$ cat src/rtl/fwd_hazard_unit_p_if.sv
// fwd_hazard_unit_p_if: ID/EX/MEM register-usage bus and hazard-unit responses
interface fwd_hazard_unit_p_if #(
    parameter int REG_AW  = 5,
    parameter int NUM_SRC = 2
);
    logic [NUM_SRC*REG_AW-1:0] id_rs;
    logic [NUM_SRC-1:0]        id_rs_valid;
    logic [REG_AW-1:0]         ex_rd;
    logic                      ex_we;
    logic                      ex_is_load;
    logic [REG_AW-1:0]         mem_rd;
    logic                      mem_we;
    logic [NUM_SRC*2-1:0]      fwd_sel;
    logic                      stall;
    logic                      stall_busy;

    modport master (
        output id_rs, id_rs_valid, ex_rd, ex_we, ex_is_load, mem_rd, mem_we,
        input  fwd_sel, stall, stall_busy
    );

    modport slave (
        input  id_rs, id_rs_valid, ex_rd, ex_we, ex_is_load, mem_rd, mem_we,
        output fwd_sel, stall, stall_busy
    );
endinterface

$ cat src/rtl/fwd_hazard_unit_p.sv
// fwd_hazard_unit_p: registered operand forward selects and multi-cycle load-use stall
module fwd_hazard_unit_p #(
    parameter int REG_AW   = 5,
    parameter int NUM_SRC  = 2,
    parameter int LOAD_LAT = 1,
    parameter int ZERO_REG = 1
) (
    input logic             clk,
    input logic             rst,
    fwd_hazard_unit_p_if.slave hz_io
);
    localparam int CW = LOAD_LAT > 1 ? $clog2(LOAD_LAT) : 1;

    typedef enum logic {IDLE, STALL_WAIT} state_t;

    state_t               state_q, state_d;
    logic [CW-1:0]        cnt_q, cnt_d;
    logic [NUM_SRC*2-1:0] fwd_sel_q, fwd_sel_d;
    logic [NUM_SRC-1:0]   match_ex, match_mem;
    logic                 luse, stall;

    always_comb begin
        logic [REG_AW-1:0] rs;
        logic              live;
        match_ex  = '0;
        match_mem = '0;
        for (int i = 0; i < NUM_SRC; i++) begin
            rs           = hz_io.id_rs[i*REG_AW +: REG_AW];
            live         = hz_io.id_rs_valid[i] && !(ZERO_REG != 0 && rs == '0);
            match_ex[i]  = live && hz_io.ex_we && hz_io.ex_rd == rs;
            match_mem[i] = live && hz_io.mem_we && hz_io.mem_rd == rs;
        end
    end

    assign luse = hz_io.ex_is_load && |match_ex;

    always_comb begin
        state_d = state_q;
        cnt_d   = cnt_q;
        stall   = 1'b0;
        if (state_q == IDLE) begin
            stall = luse;
            if (luse && LOAD_LAT > 1) begin
                state_d = STALL_WAIT;
                cnt_d   = CW'(LOAD_LAT > 1 ? LOAD_LAT - 2 : 0);
            end
        end else begin
            stall = 1'b1;
            if (cnt_q == '0) state_d = IDLE;
            else cnt_d = cnt_q - 1'b1;
        end
    end

    // A stalled cycle sends a bubble into EX, so nothing should be forwarded to it.
    always_comb begin
        fwd_sel_d = '0;
        for (int i = 0; i < NUM_SRC; i++)
            fwd_sel_d[2*i +: 2] = stall ? 2'b00 : match_ex[i] ? 2'b01 : match_mem[i] ? 2'b10 : 2'b00;
    end

    always_ff @(posedge clk or posedge rst) begin
        if (rst) begin
            state_q   <= IDLE;
            cnt_q     <= '0;
            fwd_sel_q <= '0;
        end else begin
            state_q   <= state_d;
            cnt_q     <= cnt_d;
            fwd_sel_q <= fwd_sel_d;
        end
    end

    // Mealy stall must drop the moment reset rises, even with a hazard on the inputs.
    assign hz_io.stall      = stall && !rst;
    assign hz_io.stall_busy = state_q == STALL_WAIT;
    assign hz_io.fwd_sel    = fwd_sel_q;
endmodule

$ cat src/flat_wrapper.sv
// flat-port wrapper written by rule: the top's interface ports become plain ports
module fwd_hazard_unit_p_flat 
#(
    parameter int REG_AW   = 5,
    parameter int NUM_SRC  = 2,
    parameter int LOAD_LAT = 1,
    parameter int ZERO_REG = 1
)
  (clk, rst, hz_io_id_rs, hz_io_id_rs_valid, hz_io_ex_rd, hz_io_ex_we, hz_io_ex_is_load, hz_io_mem_rd, hz_io_mem_we, hz_io_fwd_sel, hz_io_stall, hz_io_stall_busy);
  fwd_hazard_unit_p_if #(.REG_AW(REG_AW), .NUM_SRC(NUM_SRC)) hz_io_i ();
  input logic clk;
  input logic rst;
  input wire logic [$bits(hz_io_i.id_rs)-1:0] hz_io_id_rs;
  input wire logic [$bits(hz_io_i.id_rs_valid)-1:0] hz_io_id_rs_valid;
  input wire logic [$bits(hz_io_i.ex_rd)-1:0] hz_io_ex_rd;
  input wire logic [$bits(hz_io_i.ex_we)-1:0] hz_io_ex_we;
  input wire logic [$bits(hz_io_i.ex_is_load)-1:0] hz_io_ex_is_load;
  input wire logic [$bits(hz_io_i.mem_rd)-1:0] hz_io_mem_rd;
  input wire logic [$bits(hz_io_i.mem_we)-1:0] hz_io_mem_we;
  output wire logic [$bits(hz_io_i.fwd_sel)-1:0] hz_io_fwd_sel;
  output wire logic [$bits(hz_io_i.stall)-1:0] hz_io_stall;
  output wire logic [$bits(hz_io_i.stall_busy)-1:0] hz_io_stall_busy;
  assign hz_io_i.id_rs = hz_io_id_rs;
  assign hz_io_i.id_rs_valid = hz_io_id_rs_valid;
  assign hz_io_i.ex_rd = hz_io_ex_rd;
  assign hz_io_i.ex_we = hz_io_ex_we;
  assign hz_io_i.ex_is_load = hz_io_ex_is_load;
  assign hz_io_i.mem_rd = hz_io_mem_rd;
  assign hz_io_i.mem_we = hz_io_mem_we;
  assign hz_io_fwd_sel = hz_io_i.fwd_sel;
  assign hz_io_stall = hz_io_i.stall;
  assign hz_io_stall_busy = hz_io_i.stall_busy;
  fwd_hazard_unit_p #(.REG_AW(REG_AW), .NUM_SRC(NUM_SRC), .LOAD_LAT(LOAD_LAT), .ZERO_REG(ZERO_REG)) u_core (.clk(clk), .rst(rst), .hz_io(hz_io_i));
endmodule
$ cat config.mk
export PLATFORM = sky130hd
export DESIGN_NAME = fwd_hazard_unit_p_flat
export DESIGN_NICKNAME = d
export VERILOG_FILES = /design/src/rtl/fwd_hazard_unit_p_if.sv /design/src/rtl/fwd_hazard_unit_p.sv /design/src/flat_wrapper.sv
export SDC_FILE = /design/constraint.sdc
export NUM_CORES = 1
export LEC_CHECK = 0
export ABC_AREA = 1
export CAP_MARGIN = 20
export CELL_PAD_IN_SITES_DETAIL_PLACEMENT = 0
export CELL_PAD_IN_SITES_GLOBAL_PLACEMENT = 2
export CORE_ASPECT_RATIO = 2
export CORE_MARGIN = 3
export CORE_UTILIZATION = 18
export DETAILED_ROUTE_END_ITERATION = 12
export GPL_TIMING_DRIVEN = 0
export PLACE_DENSITY = 0.89
export SETUP_SLACK_MARGIN = 0.3
export SLEW_MARGIN = 30
export SYNTH_ARGS = -nofsm -noshare
export SYNTH_HDL_FRONTEND = slang
export SYNTH_SLANG_ARGS = --single-unit
$ cat constraint.sdc
create_clock -name clk -period 1.9 [get_ports clk]
set_input_delay 0.38 -clock clk [delete_from_list [all_inputs] [get_ports clk]]
set_output_delay 0.38 -clock clk [all_outputs]
set_load 0.05 [all_outputs]
==> impl_metrics.env <==
export IMPL_fmax_mhz=579
export IMPL_synth_main_ff_cell="sky130_fd_sc_hd__dfrtp_1"
export IMPL_largest_register_ffs=4
export IMPL_clock_sink_count=4
export IMPL_synth_most_common_cell="sky130_fd_sc_hd__nand2_1"
export IMPL_floorplan_rows=30
export IMPL_post_synth_top_area_cell="sky130_fd_sc_hd__nand2_1"
export IMPL_ys_warn_count=0
export IMPL_firstDrtPassIters=4
export IMPL_setup_repair_after_global_routing_missed_its_margin="yes"
export IMPL_synthArstFlopShare_pct=100
export IMPL_setup_worst_path_start_class="input port"
export IMPL_crit_fanout=3
export IMPL_htreeDepth=1
export IMPL_count_of_state_elements_after_synthesis=4
export IMPL_hold_path_class="input port to async pin"
export IMPL_synth_top_cell_area_share_pct=27.3
export IMPL_synthDistinctLibCells=15
export IMPL_port_buffers=31
export IMPL_total_leakage_power_nw=0.715
export IMPL_critical_path_top_delay_family="simple AND/OR/NAND/NOR gates"
export IMPL_worst_ep_arrival_time_ps=1350
export IMPL_drc_errors=0
export IMPL_post_detailed_placement_half_perimeter_wirelength_mm=1.93
export IMPL_vdd_drop_max_mv=0.267
export IMPL_timing_final_setup_violations=0
export IMPL_chipHeight_um=90.7
export IMPL_slew_viol_final=0
export IMPL_final_fill_count=372
export IMPL_critPathSlowestCell="sky130_fd_sc_hd__buf_8"
export IMPL_design_core_area_mm2=0.00342
export IMPL_tritoncts="yes"
export IMPL_antenna_left=0
export IMPL_via_per_inst=4.09
export IMPL_fp_dieArea_mm2=0.00439
export IMPL_fin_cells=230
export IMPL_netlist_area_um2=646
export IMPL_finish_net_count=211
export IMPL_wirelength_mm=2.44
export IMPL_timing_hold_violations_final=0
export IMPL_syn_mean_instance_area_um2=5.04
export IMPL_detail_route_wl_per_cell_um=10.6
export IMPL_grt_remaining_overflow=0
export IMPL_synth_edff_count=0
export IMPL_status="complete, no violations"
export IMPL_grt_pass1_wl_mm=4.26
export IMPL_cts_inserted_buffers=3
export IMPL_synthCells=128
export IMPL_fp_dieW_um=48.4
export IMPL_synth_sequential_area_ratio_pct=15.5
export IMPL_timing_final_crit_period_ps=1730
export IMPL_critPathKind="input port to output port"
export IMPL_synth_net_count=155
export IMPL_initial_antenna_violation_count=0
export IMPL_critical_path_n_buffers_inverters=3
export IMPL_routabilityCongestion=0.852
export IMPL_cp_required_ps=1520
export IMPL_cts_hold_fix_buffers=0
export IMPL_post_route_period_util_pct=90.9
export IMPL_floorplan_initialDensity_pct=18.9
export IMPL_clockBufferDepth=2
export IMPL_power_density_cell_area_mw_per_mm2=369
export IMPL_first_global_vias=1028
export IMPL_pin_count=33
export IMPL_grt_start_max_net_pins=7
export IMPL_fraction_of_final_layout_cells_with_drive_strength_greater_than_1_pct=45.6
export IMPL_antennaDiodeCount=0
export IMPL_placedCellCount=207
export IMPL_synth_area_leaders="sky130_fd_sc_hd__nand2_1 (27%), sky130_fd_sc_hd__dfrtp_1 (16%), sky130_fd_sc_hd__inv_1 (13%), sky130_fd_sc_hd__nor2_1 (8.7%), sky130_fd_sc_hd__nand3_1 (8.5%)"
export IMPL_synth_cells_most_frequent="sky130_fd_sc_hd__nand2_1 (47), sky130_fd_sc_hd__inv_1 (23), sky130_fd_sc_hd__nor2_1 (15)"
export IMPL_grt_total_usage_pct=12.3
export IMPL_worst_path_largest_cell_delay_ps=150
export IMPL_setup_worst_path_end_class="output port"
export IMPL_area_growth_pct=102
export IMPL_path_clk_slew_ps=30
export IMPL_num_vias=940
export IMPL_critical_path_cell_chain="buf_4, inv_2, nand2_2, nand3_2, nor2_2, nand3_2, nand2_4, nand2_4, nor2_4, buf_8"
export IMPL_drt_initial_drc_count=8
export IMPL_drv_max_cap_violation_count=0
export IMPL_power_mw=0.481
export IMPL_cts_root_buffer="sky130_fd_sc_hd__clkbuf_8"
[cell usage in the layout, fill, tap and decap left out]
cell	Yosys	layout
sky130_fd_sc_hd__nand2_1	47	34
sky130_fd_sc_hd__buf_4	1	29
sky130_fd_sc_hd__inv_2	4	13
sky130_fd_sc_hd__nand2_2	2	13
sky130_fd_sc_hd__nor2_1	15	12
sky130_fd_sc_hd__inv_1	23	11
sky130_fd_sc_hd__nand3_1	11	9
sky130_fd_sc_hd__clkdlybuf4s50_1	0	8
sky130_fd_sc_hd__dlygate4sd2_1	0	6
sky130_fd_sc_hd__a21oi_1	6	4
sky130_fd_sc_hd__o21ai_0	4	4
sky130_fd_sc_hd__xnor2_1	4	4
sky130_fd_sc_hd__buf_6	0	4
sky130_fd_sc_hd__buf_8	0	4
sky130_fd_sc_hd__dfrtp_1	4	4
sky130_fd_sc_hd__nand3_2	2	3
sky130_fd_sc_hd__inv_4	0	3
sky130_fd_sc_hd__nor2_4	0	3
sky130_fd_sc_hd__clkbuf_8	0	3
sky130_fd_sc_hd__nor2_2	2	2
sky130_fd_sc_hd__nand2_4	0	2
sky130_fd_sc_hd__nand3b_1	2	2
sky130_fd_sc_hd__a21oi_2	0	1
sky130_fd_sc_hd__a21oi_4	0	1
sky130_fd_sc_hd__nand3_4	0	1
sky130_fd_sc_hd__conb_1	1	1
sky130_fd_sc_hd__buf_2	0	1
[stage by stage]
stage | util, % | hold WS [ps] | TNS, ps | setup slack, ps | cell area, µm²
2_1_floorplan | - | 146 | 0 | 346 | 651
4_1_cts | 35.4 | 439 | 0 | 168 | 1210
3_3_place_gp | 29.9 | 654 | -973 | -973 | 1020
3_5_place_dp | 29.9 | 666 | -975 | -975 | 1020
5_1_grt | 38.2 | 468 | 0 | 113 | 1310
6_report | 38.2 | 439 | 0 | 174 | 1310
[timing repair]
item	in CTS	in global routing
resized for setup	119	24
buffers inserted	16	4
cloned	0	0
pin swaps	19	12
endpoints found under the setup margin	5	2
[area by class of cell]
class,count,area (µm²),area share [%]
timing repair buffer,51,453,34.7
buffer,1,7.51,0.575
clock buffer,3,41.3,3.16
multi-input combinational,96,534,40.9
sequential,4,100,7.67
inverter,27,109,8.34
tap,48,60.1,4.60
[layer usage]
layer,up-vias,wire (µm),GRT usage [%]
met1,411,807,11.4
met4,0,159,10.2
li1,493,-,-
met3,10,104,2.15
met2,26,1370,22.5
met5,-,0,0
[worst max-delay path by stage]
stage                   start           to  slack [ps]  cells after the start
2_1_floorplan  hz_io_id_rs[3]  hz_io_stall         350                      8
3_3_place_gp   hz_io_ex_rd[3]  hz_io_stall        -970                     10
3_5_place_dp   hz_io_ex_rd[3]  hz_io_stall        -970                     10
4_1_cts        hz_io_ex_rd[4]  hz_io_stall         170                     11
5_1_grt        hz_io_ex_rd[4]  hz_io_stall         110                     11
6_report       hz_io_ex_rd[0]  hz_io_stall         170                     10
[kinds of logic after synthesis]
kind of cell / synth area share [%]
flops: 15.5
xor+xnor: 5.43
compound gates: 7.75
buf+inv: 16.9
simple gates: 53.9
other cells: 0.581
[power breakdown]
group          total (mW)  internal [mW]  leakage [nW]  switching [mW]
Sequential         0.0867         0.0865        0.0558        0.000163
Clock               0.177          0.135        0.0216          0.0421
Combinational       0.217          0.107         0.638           0.111
Note: power is estimated with default switching activity, not from simulation.
